==> src/rtl/sdram_arb_pkg.sv <==
// Shared types and constants for the two-port SDRAM arbiter.
package sdram_arb_pkg;

  localparam int ADDR_W  = 23;
  localparam int IDATA_W = 32;
  localparam int DDATA_W = 16;

  localparam int DEFAULT_TIMEOUT_CYCLES = 1023;

  typedef enum logic [2:0] {
    ST_IDLE     = 3'd0,
    ST_ISSUE    = 3'd1,
    ST_ACCEPT   = 3'd2,
    ST_COMPLETE = 3'd3,
    ST_ACK      = 3'd4
  } state_t;

  typedef logic port_t;

  localparam port_t PORT_INSTR = 1'b0;
  localparam port_t PORT_DATA  = 1'b1;

  function automatic logic is_write(input port_t port, input logic we);
    return (port == PORT_DATA) && we;
  endfunction

endpackage

==> src/rtl/sdram_arb_if.sv <==
// Requester ports and SDRAM-controller ports of the arbiter as one bundle.
interface sdram_arb_if;
  import sdram_arb_pkg::*;

  logic               i_req;
  logic [ADDR_W-1:0]  i_addr;
  logic [IDATA_W-1:0] i_data;
  logic               i_ack;

  logic               d_req;
  logic               d_we;
  logic [ADDR_W-1:0]  d_addr;
  logic [DDATA_W-1:0] d_wdata;
  logic [DDATA_W-1:0] d_rdata;
  logic               d_ack;

  logic               err;

  logic [ADDR_W-1:0]  m_addr;
  logic [DDATA_W-1:0] m_wdata;
  logic               m_read_req;
  logic               m_write_req;
  logic               m_instruction_mode;
  logic               m_busy;
  logic               m_read_ready;
  logic [IDATA_W-1:0] m_rdata;

  // Arbiter side.
  modport slave (
    input  i_req, i_addr, d_req, d_we, d_addr, d_wdata,
    input  m_busy, m_read_ready, m_rdata,
    output i_data, i_ack, d_rdata, d_ack, err,
    output m_addr, m_wdata, m_read_req, m_write_req, m_instruction_mode
  );

  // Requesters plus controller, as seen from outside the arbiter.
  modport master (
    output i_req, i_addr, d_req, d_we, d_addr, d_wdata,
    output m_busy, m_read_ready, m_rdata,
    input  i_data, i_ack, d_rdata, d_ack, err,
    input  m_addr, m_wdata, m_read_req, m_write_req, m_instruction_mode
  );

endinterface

==> src/rtl/sdram_arb_rr.sv <==
// Two-input round-robin grant; on a tie the port not granted last wins.
module sdram_arb_rr
  import sdram_arb_pkg::*;
(
  input  logic  clk,
  input  logic  rst,
  input  logic  req_instr,
  input  logic  req_data,
  input  logic  update,
  output port_t grant
);

  port_t last_grant_r;

  // Grant selection from the current requests and the previous winner.
  always_comb begin
    grant = PORT_INSTR;
    if (req_instr && req_data) begin
      grant = (last_grant_r == PORT_DATA) ? PORT_INSTR : PORT_DATA;
    end else if (req_data) begin
      grant = PORT_DATA;
    end else begin
      grant = PORT_INSTR;
    end
  end

  // Remember the winner whenever a grant is actually taken.
  always_ff @(posedge clk) begin
    if (rst) begin
      last_grant_r <= PORT_DATA;
    end else if (update) begin
      last_grant_r <= grant;
    end
  end

endmodule

==> src/rtl/sdram_arbiter.sv <==
// Arbitrates an instruction-fetch port and a data port onto one SDRAM
// controller, with a per-transaction timeout that forces completion.
module sdram_arbiter
  import sdram_arb_pkg::*;
#(
  parameter int TIMEOUT_CYCLES = DEFAULT_TIMEOUT_CYCLES
) (
  input logic        clk,
  input logic        rst,
  sdram_arb_if.slave bus
);

  localparam int              CNT_W    = $clog2(TIMEOUT_CYCLES + 1);
  localparam logic [CNT_W-1:0] CNT_LAST = CNT_W'(TIMEOUT_CYCLES - 1);
  localparam logic [CNT_W-1:0] CNT_ONE  = CNT_W'(1);

  state_t             state_r;
  state_t             state_s;
  port_t              grant_s;
  port_t              port_r;
  logic               write_r;
  logic [CNT_W-1:0]   cnt_r;
  logic               take_s;
  logic               strobe_s;
  logic               done_s;
  logic               timeout_s;
  logic               cnt_hit_s;
  logic               counting_s;

  logic [IDATA_W-1:0] i_data_r;
  logic [DDATA_W-1:0] d_rdata_r;
  logic               i_ack_r;
  logic               d_ack_r;
  logic               err_r;
  logic [ADDR_W-1:0]  m_addr_r;
  logic [DDATA_W-1:0] m_wdata_r;
  logic               mode_r;

  assign take_s     = (state_r == ST_IDLE) && (bus.i_req || bus.d_req);
  assign counting_s = (state_r == ST_ACCEPT) || (state_r == ST_COMPLETE);
  // >= rather than == so a counter that passed the limit in ACCEPT still aborts in COMPLETE.
  assign cnt_hit_s  = (cnt_r >= CNT_LAST);

  sdram_arb_rr u_rr (
    .clk       (clk),
    .rst       (rst),
    .req_instr (bus.i_req),
    .req_data  (bus.d_req),
    .update    (take_s),
    .grant     (grant_s)
  );

  // FSM state register.
  always_ff @(posedge clk) begin
    if (rst) begin
      state_r <= ST_IDLE;
    end else begin
      state_r <= state_s;
    end
  end

  // Next-state logic and the single-cycle request strobe.
  always_comb begin
    state_s   = state_r;
    strobe_s  = 1'b0;
    done_s    = 1'b0;
    timeout_s = 1'b0;
    case (state_r)
      ST_IDLE: begin
        if (bus.i_req || bus.d_req) begin
          state_s = ST_ISSUE;
        end else begin
          state_s = ST_IDLE;
        end
      end
      ST_ISSUE: begin
        if (!bus.m_busy) begin
          strobe_s = 1'b1;
          state_s  = ST_ACCEPT;
        end else begin
          state_s = ST_ISSUE;
        end
      end
      ST_ACCEPT: begin
        if (bus.m_busy) begin
          state_s = ST_COMPLETE;
        end else if (cnt_hit_s) begin
          timeout_s = 1'b1;
          state_s   = ST_ACK;
        end else begin
          state_s = ST_ACCEPT;
        end
      end
      ST_COMPLETE: begin
        // Reads finish on read_ready alone, so ready with busy low completes once.
        if (write_r ? !bus.m_busy : bus.m_read_ready) begin
          done_s  = 1'b1;
          state_s = ST_ACK;
        end else if (cnt_hit_s) begin
          timeout_s = 1'b1;
          state_s   = ST_ACK;
        end else begin
          state_s = ST_COMPLETE;
        end
      end
      ST_ACK: begin
        state_s = ST_IDLE;
      end
      default: begin
        state_s = ST_IDLE;
      end
    endcase
  end

  // Grant latching, timeout counting, read capture and completion pulses.
  always_ff @(posedge clk) begin
    if (rst) begin
      port_r    <= PORT_DATA;
      write_r   <= 1'b0;
      cnt_r     <= {CNT_W{1'b0}};
      i_data_r  <= {IDATA_W{1'b0}};
      d_rdata_r <= {DDATA_W{1'b0}};
      i_ack_r   <= 1'b0;
      d_ack_r   <= 1'b0;
      err_r     <= 1'b0;
      m_addr_r  <= {ADDR_W{1'b0}};
      m_wdata_r <= {DDATA_W{1'b0}};
      mode_r    <= 1'b0;
    end else begin
      i_ack_r <= (done_s || timeout_s) && (port_r == PORT_INSTR);
      d_ack_r <= (done_s || timeout_s) && (port_r == PORT_DATA);
      err_r   <= timeout_s;
      if (take_s) begin
        port_r    <= grant_s;
        write_r   <= is_write(grant_s, bus.d_we);
        m_addr_r  <= (grant_s == PORT_INSTR) ? bus.i_addr : bus.d_addr;
        m_wdata_r <= (grant_s == PORT_DATA) ? bus.d_wdata : {DDATA_W{1'b0}};
        mode_r    <= (grant_s == PORT_INSTR);
        cnt_r     <= {CNT_W{1'b0}};
      end else if (counting_s) begin
        cnt_r <= cnt_r + CNT_ONE;
      end
      if (done_s && !write_r) begin
        if (port_r == PORT_INSTR) begin
          i_data_r <= bus.m_rdata;
        end else begin
          d_rdata_r <= bus.m_rdata[DDATA_W-1:0];
        end
      end
    end
  end

  assign bus.i_data             = i_data_r;
  assign bus.d_rdata            = d_rdata_r;
  assign bus.i_ack              = i_ack_r;
  assign bus.d_ack              = d_ack_r;
  assign bus.err                = err_r;
  assign bus.m_addr             = m_addr_r;
  assign bus.m_wdata            = m_wdata_r;
  assign bus.m_instruction_mode = mode_r;
  assign bus.m_read_req         = strobe_s && !write_r;
  assign bus.m_write_req        = strobe_s && write_r;

endmodule
==> src/flat_wrapper.sv <==
// flat-port wrapper written by rule: the top's interface ports become plain ports
module sdram_arbiter_flat import sdram_arb_pkg::*;
#(
  parameter int TIMEOUT_CYCLES = DEFAULT_TIMEOUT_CYCLES
)
  (clk, rst, bus_i_req, bus_i_addr, bus_d_req, bus_d_we, bus_d_addr, bus_d_wdata, bus_m_busy, bus_m_read_ready, bus_m_rdata, bus_i_data, bus_i_ack, bus_d_rdata, bus_d_ack, bus_err, bus_m_addr, bus_m_wdata, bus_m_read_req, bus_m_write_req, bus_m_instruction_mode);
  sdram_arb_if bus_i ();
  input logic clk;
  input logic rst;
  input wire logic [$bits(bus_i.i_req)-1:0] bus_i_req;
  input wire logic [$bits(bus_i.i_addr)-1:0] bus_i_addr;
  input wire logic [$bits(bus_i.d_req)-1:0] bus_d_req;
  input wire logic [$bits(bus_i.d_we)-1:0] bus_d_we;
  input wire logic [$bits(bus_i.d_addr)-1:0] bus_d_addr;
  input wire logic [$bits(bus_i.d_wdata)-1:0] bus_d_wdata;
  input wire logic [$bits(bus_i.m_busy)-1:0] bus_m_busy;
  input wire logic [$bits(bus_i.m_read_ready)-1:0] bus_m_read_ready;
  input wire logic [$bits(bus_i.m_rdata)-1:0] bus_m_rdata;
  output wire logic [$bits(bus_i.i_data)-1:0] bus_i_data;
  output wire logic [$bits(bus_i.i_ack)-1:0] bus_i_ack;
  output wire logic [$bits(bus_i.d_rdata)-1:0] bus_d_rdata;
  output wire logic [$bits(bus_i.d_ack)-1:0] bus_d_ack;
  output wire logic [$bits(bus_i.err)-1:0] bus_err;
  output wire logic [$bits(bus_i.m_addr)-1:0] bus_m_addr;
  output wire logic [$bits(bus_i.m_wdata)-1:0] bus_m_wdata;
  output wire logic [$bits(bus_i.m_read_req)-1:0] bus_m_read_req;
  output wire logic [$bits(bus_i.m_write_req)-1:0] bus_m_write_req;
  output wire logic [$bits(bus_i.m_instruction_mode)-1:0] bus_m_instruction_mode;
  assign bus_i.i_req = bus_i_req;
  assign bus_i.i_addr = bus_i_addr;
  assign bus_i.d_req = bus_d_req;
  assign bus_i.d_we = bus_d_we;
  assign bus_i.d_addr = bus_d_addr;
  assign bus_i.d_wdata = bus_d_wdata;
  assign bus_i.m_busy = bus_m_busy;
  assign bus_i.m_read_ready = bus_m_read_ready;
  assign bus_i.m_rdata = bus_m_rdata;
  assign bus_i_data = bus_i.i_data;
  assign bus_i_ack = bus_i.i_ack;
  assign bus_d_rdata = bus_i.d_rdata;
  assign bus_d_ack = bus_i.d_ack;
  assign bus_err = bus_i.err;
  assign bus_m_addr = bus_i.m_addr;
  assign bus_m_wdata = bus_i.m_wdata;
  assign bus_m_read_req = bus_i.m_read_req;
  assign bus_m_write_req = bus_i.m_write_req;
  assign bus_m_instruction_mode = bus_i.m_instruction_mode;
  sdram_arbiter #(.TIMEOUT_CYCLES(TIMEOUT_CYCLES)) u_core (.clk(clk), .rst(rst), .bus(bus_i));
endmodule
==> config.mk <==
export PLATFORM = sky130hd
export DESIGN_NAME = sdram_arbiter_flat
export DESIGN_NICKNAME = d
export VERILOG_FILES = /design/src/rtl/sdram_arb_pkg.sv /design/src/rtl/sdram_arb_if.sv /design/src/rtl/sdram_arb_rr.sv /design/src/rtl/sdram_arbiter.sv /design/src/flat_wrapper.sv
export SDC_FILE = /design/constraint.sdc
export NUM_CORES = 1
export LEC_CHECK = 0
export CAP_MARGIN = 5
export CORE_ASPECT_RATIO = 1.1
export CORE_MARGIN = 2
export CORE_UTILIZATION = 43
export DETAILED_ROUTE_END_ITERATION = 10
export GPL_ROUTABILITY_DRIVEN = 0
export PLACE_DENSITY_LB_ADDON = 0.05
export REMOVE_ABC_BUFFERS = 1
export SKIP_CTS_REPAIR_TIMING = 1
export SLEW_MARGIN = 40
export SYNTH_ARGS = -nofsm -noshare
export SYNTH_HDL_FRONTEND = slang
export SYNTH_SLANG_ARGS = --single-unit
export TNS_END_PERCENT = 50
==> constraint.sdc <==
create_clock -name clk -period 1.7 [get_ports clk]
set_input_delay 0.34 -clock clk [delete_from_list [all_inputs] [get_ports clk]]
set_output_delay 0.34 -clock clk [all_outputs]
set_load 0.005 [all_outputs]
After elaboration in Yosys (flattened, before gate mapping)

Index checks and enable logic that the tools add are counted.

Multiplexer cells: 21
Reductions and logical operators: 17
Equal/unequal tests: 3
$add $sub $neg: 1
Magnitude comparators: 1
Bitwise gates (word level): 2

Operators with widths:

| kind                                                            | count |
|---|---|
| 23-bit two-way mux                                              | 1 |
| 16-bit two-way mux                                              | 1 |
| 1-bit two-way mux                                               | 12 |
| 3-bit two-way mux                                               | 4 |
| 3-bit one-hot mux with 4 select lines                           | 1 |
| 10-bit by 1-bit adder with 10-bit output, second input constant | 1 |
| 10-bit greater-or-equal comparator, second input constant       | 1 |
| 1-bit logical AND                                               | 8 |
| 3-bit by 2-bit == test with 1-bit output, second input constant | 2 |
| 2-bit AND reduction                                             | 2 |
| 3-bit by 1-bit == test with 1-bit output, second input constant | 1 |
| 3-bit logical NOT                                               | 1 |
| 1-bit logical OR                                                | 3 |
| 1-bit logical NOT                                               | 2 |
| 2-bit two-way mux                                               | 1 |
| 1-bit NOT                                                       | 2 |
| 1-bit one-hot mux with 2 select lines                           | 1 |
| 2-bit OR reduction                                              | 1 |

Bits in registers: 106
Output and inout bits: 93
Input port bits: 101
Word-level logic and storage cells: 57

Depth between registers and ports, before layout

Depth after elaboration: 6
Gate-level depth with buffers: 6
Mapped depth without buffers: 5

By module

A second synthesis with hierarchy kept.

Cell total of the unflattened synthesis: 451
Area total of the unflattened synthesis: 4182.8 sq um

By module, submodules not included:

| module        | times used | area an instance (sq um) | cells each |
|---|---|---|---|
| sdram_arbiter | 1          | 4140.2                   | 447 |
| sdram_arb_rr  | 1          | 42.5                     | 4 |

Worst setup path after synthesis

Ideal clock, no wire load.

Kind: reg2out
Start point: reg u_core.state_r[1]
End point: out bus_m_write_req
Cell stages (with the launch flop): 4
Buffers on the path: 1
Required time: 1.360 ns
Data arrival time: 1.113 ns
Setup slack: 0.247 ns
Path through: dfxtp_1 > buf_6 > or3b_2 > nor3b_1

Longest elaborated chain between the ends: 3

Ends and longest elaborated chain:

| what                                     | RTL line             | text |
|---|---|---|
| start: declaration                       | sdram_arbiter.sv:17  | `state_t state_r;` |
| start signal: assignment                 | sdram_arbiter.sv:58  | `state_r <= state_s;` |
| 3-bit by 1-bit == test with 1-bit output | sdram_arbiter.sv:68  | `case (state_r)` |
| 1-bit two-way mux                        | sdram_arbiter.sv:68  |  |
| 1-bit logical AND                        | sdram_arbiter.sv:162 | `assign bus.m_write_req = strobe_s && write_r;` |
| end: declaration                         | flat_wrapper.sv:27   | `output wire logic [$bits(bus_i.m_write_req)-1:0] bus_m_write_req;` |

Every way passes these cells.

Worst setup path after layout

Ends and elaborated chain as after synthesis.

==> flow_metrics.tcl <==
set metrics [dict create \
    setup_viol 1 \
    first_pass_iters 4 \
    yosysTopAreaCell "dfxtp_1" \
    grt_max_degree 64 \
    drt-initial-drc-count 113 \
    fin_crit_sh_pct 100 \
    dieArea_sq_um 11500 \
    reg2reg_depth 5 \
    r2r_slack_ns 0.06 \
    synthCells 442 \
    synth-main-ff-cell "dfxtp_1" \
    die_x_microns 102 \
    layout-drive-gt1-share_pct 8.46 \
    min_to "u_core.bus.i_data[30]" \
    clock_skew_ns 0.00357 \
    grt_use_met2_pct 35.9 \
    final_max_slew_viol_count 0 \
    yosysUniqueCellTypes 44 \
    cp-end-kind "output port" \
    worst_slew_pin_slew_ns 0.738 \
    n_fill_cell 897 \
    yosysWarnings 0 \
    htree_num_levels 3 \
    rows 39 \
    period_minus_slack_ns 1.71 \
    io_pins 194 \
    crit_path_start_kind "flop" \
    finalHoldViolCount 0 \
    cp.required_ns 1.36 \
    numCtsBuffers 9 \
    reg2reg_from "u_core.state_r[2]" \
    start_util_pct 44.1 \
    cts_tree "built" \
    clock.fmax_mhz 586 \
    setup_tns_ns -0.00521 \
    synth_common_cells "dfxtp_1 (106), nand2b_1 (89), mux2i_1 (48), a211oi_1 (23), a221o_1 (23)" \
    drt_wl_total_microns 12000 \
    violations "negative setup slack" \
    critPathKind "reg -> out" \
    min_path_cells 2 \
    antenna_left 0 \
    core_area_sq_um 10400 \
    top_usage_layer "met2" \
    grt_use_met1_pct 25.1 \
    hp-class "reg -> reg" \
    cp.arrival_ns 1.37 \
    grt_overflow 0 \
    hp-start "u_core.bus.i_data[30]" \
    place.detailed.hpwl_microns 8870 \
    port_buffers 193 \
    power.density_nw_per_um2 828 \
    grt_pass1_vias 4036 \
    routedWlPerCell_microns 15.4 \
    clockBufferDepth 2 \
    rsz0062_at_grt "yes" \
    antenna_found_initial 0 \
    vias_per_cell 5.06 \
    synth_edf_count 0 \
    fin_ws_ns -0.00521 \
    irDropWorstVdd_uv 536 \
    synth_top_area_share_pct 46.3 \
    synth.most_common_cell "dfxtp_1" \
    fin_area_sq_um 7010 \
    dieHeight_microns 112 \
    final_nets 736 \
    rr_endpoint "u_core.bus.i_data[31]" \
    cts.clk_slew.worst_paths_ns 0.07 \
    outcome "finished, violations left" \
    syn_to_final_growth_pct 52.8 \
    grt_pass1_wl_microns 19400 \
    drc_errors 0 \
    cts_sinks 106 \
    synth_area_sq_um 4590 \
    cts_root_buf "clkbuf_16" \
    n_antenna_cell 0 \
    grt_use_met3_pct 5.98 \
    cp_max_fo 2 \
    clock_latency_ns 0.34 \
    vias 3951 \
    max_slew_margin_pct 50.8 \
    leakagePower_nw 2.66 \
    ys_async_sr_fraction_pct 0 \
    synth.ff_latch_count 106 \
    synth.area.top_cells "dfxtp_1 (46%), nand2b_1 (12%), mux2i_1 (10%)" \
    avgSynthCellArea_sq_um 10.4 \
    drv_cap 0 \
    ys_seq_area_share_pct 46.3 \
    grtUsageTotal_pct 21.1 \
    place_area_sq_um 6670 \
]
==> state kept, by name, summed over array words and instances, names as in the netlist <==
register and count:
u_core.bus.d_ack 1, u_core.bus.d_rdata 16, u_core.bus.err 1, u_core.bus.i_ack 1, u_core.bus.i_data 32, u_core.bus.m_addr 23
u_core.bus.m_instruction_mode 1, u_core.bus.m_wdata 16, u_core.cnt_r 10, u_core.port_r 1, u_core.state_r 3, u_core.write_r 1
==> logic make-up after synthesis <==
| family | count (synthesis) | share of synthesized area [%] |
|---|---|---|
| AND/OR/NAND/NOR | 132 | 18.8 |
| flip-flops | 106 | 46.3 |
| AO/OA/AOI/OAI | 93 | 15.9 |
| buffers and inverters | 58 | 7.45 |
| multiplexers | 48 | 10.5 |
| XOR/XNOR | 3 | 0.573 |
| adder cells (fa/ha/maj) | 2 | 0.545 |
==> worst max-delay path: stages (launching register included) <==
cell and delay (ns):
dfxtp_2 0.32, or3b_4 0.40, nor3b_2 0.17, buf_2 0.13
==> cell type report <==
type / instances / area [sq um] / area share (%)
timing repair buffer: 217 / 2180 / 31.1
sequential: 106 / 2120 / 30.3
tap: 143 / 179 / 2.55
clock buffer: 12 / 246 / 3.52
clock inverter: 4 / 51.3 / 0.732
multi-input combinational: 278 / 2150 / 30.7
inverter: 21 / 78.8 / 1.12
==> power breakdown <==
group / internal [mW] / switching [mW] / total, mW
sequential: 2.61 / 0.0796 / 2.69
combinational: 0.636 / 0.392 / 1.03
clock: 1.18 / 0.902 / 2.09
total: 4.43 / 1.37 / 5.80
==> worst max path at each step <==
stage,from,end,slack [ns]
after floorplan,u_core.state_r[1],u_core.bus.i_data[0],-1.32
after global placement,bus_m_busy,bus_m_write_req,-0.58
after detailed placement,bus_m_busy,bus_m_write_req,-0.60
after CTS,bus_m_busy,bus_m_write_req,-0.61
after global routing,u_core.state_r[1],bus_m_write_req,-0.08
final,u_core.state_r[1],bus_m_write_req,-0.005
==> routing by layer <==
layer  part of all wire [%]  wire length [microns]  vias to the layer above
li1                       -                      -                     1955
met1                     42                   5010                     1851
met2                     49                   5850                      125
met3                    7.2                    867                       20
met4                    2.4                    292                        0
met5                      0                      0                        -
==> through the flow <==
step / util (%) / setup WS (ns) / hold slack, ns / std cells / power, mW
after floorplan: - / -1.32 / 0.419 / 405 / 3.09
after global placement: 64.2 / -0.584 / 0.457 / 763 / 3.75
after detailed placement: 64.2 / -0.601 / 0.463 / 763 / 3.77
after CTS: 67.0 / -0.606 / 0.474 / 779 / 5.86
after global routing: 67.4 / -0.0762 / 0.494 / 781 / 6.06
final: 67.4 / -0.00521 / 0.474 / 781 / 5.80
==> cells in the final DEF, fill, tap and decap left out, types with 2 or more instances in the layout <==
master	instances
clkdlybuf4s50_1	189
dfxtp_1	104
nand2b_1	89
mux2i_1	48
a211oi_1	23
a221o_1	23
inv_1	21
buf_4	18
a22o_1	17
a21oi_1	16
clkbuf_16	10
or3_1	6
nand2_1	5
buf_12	5
o31ai_1	4
or4_1	4
o21ai_0	4
nor2_1	4
nor2b_1	3
nand3_1	2
xnor2_1	2
nand4_1	2
nor3_1	2
and4b_1	2
ha_1	2
clkbuf_1	2
buf_2	2
dfxtp_2	2
(Power assumes the default switching activity.)
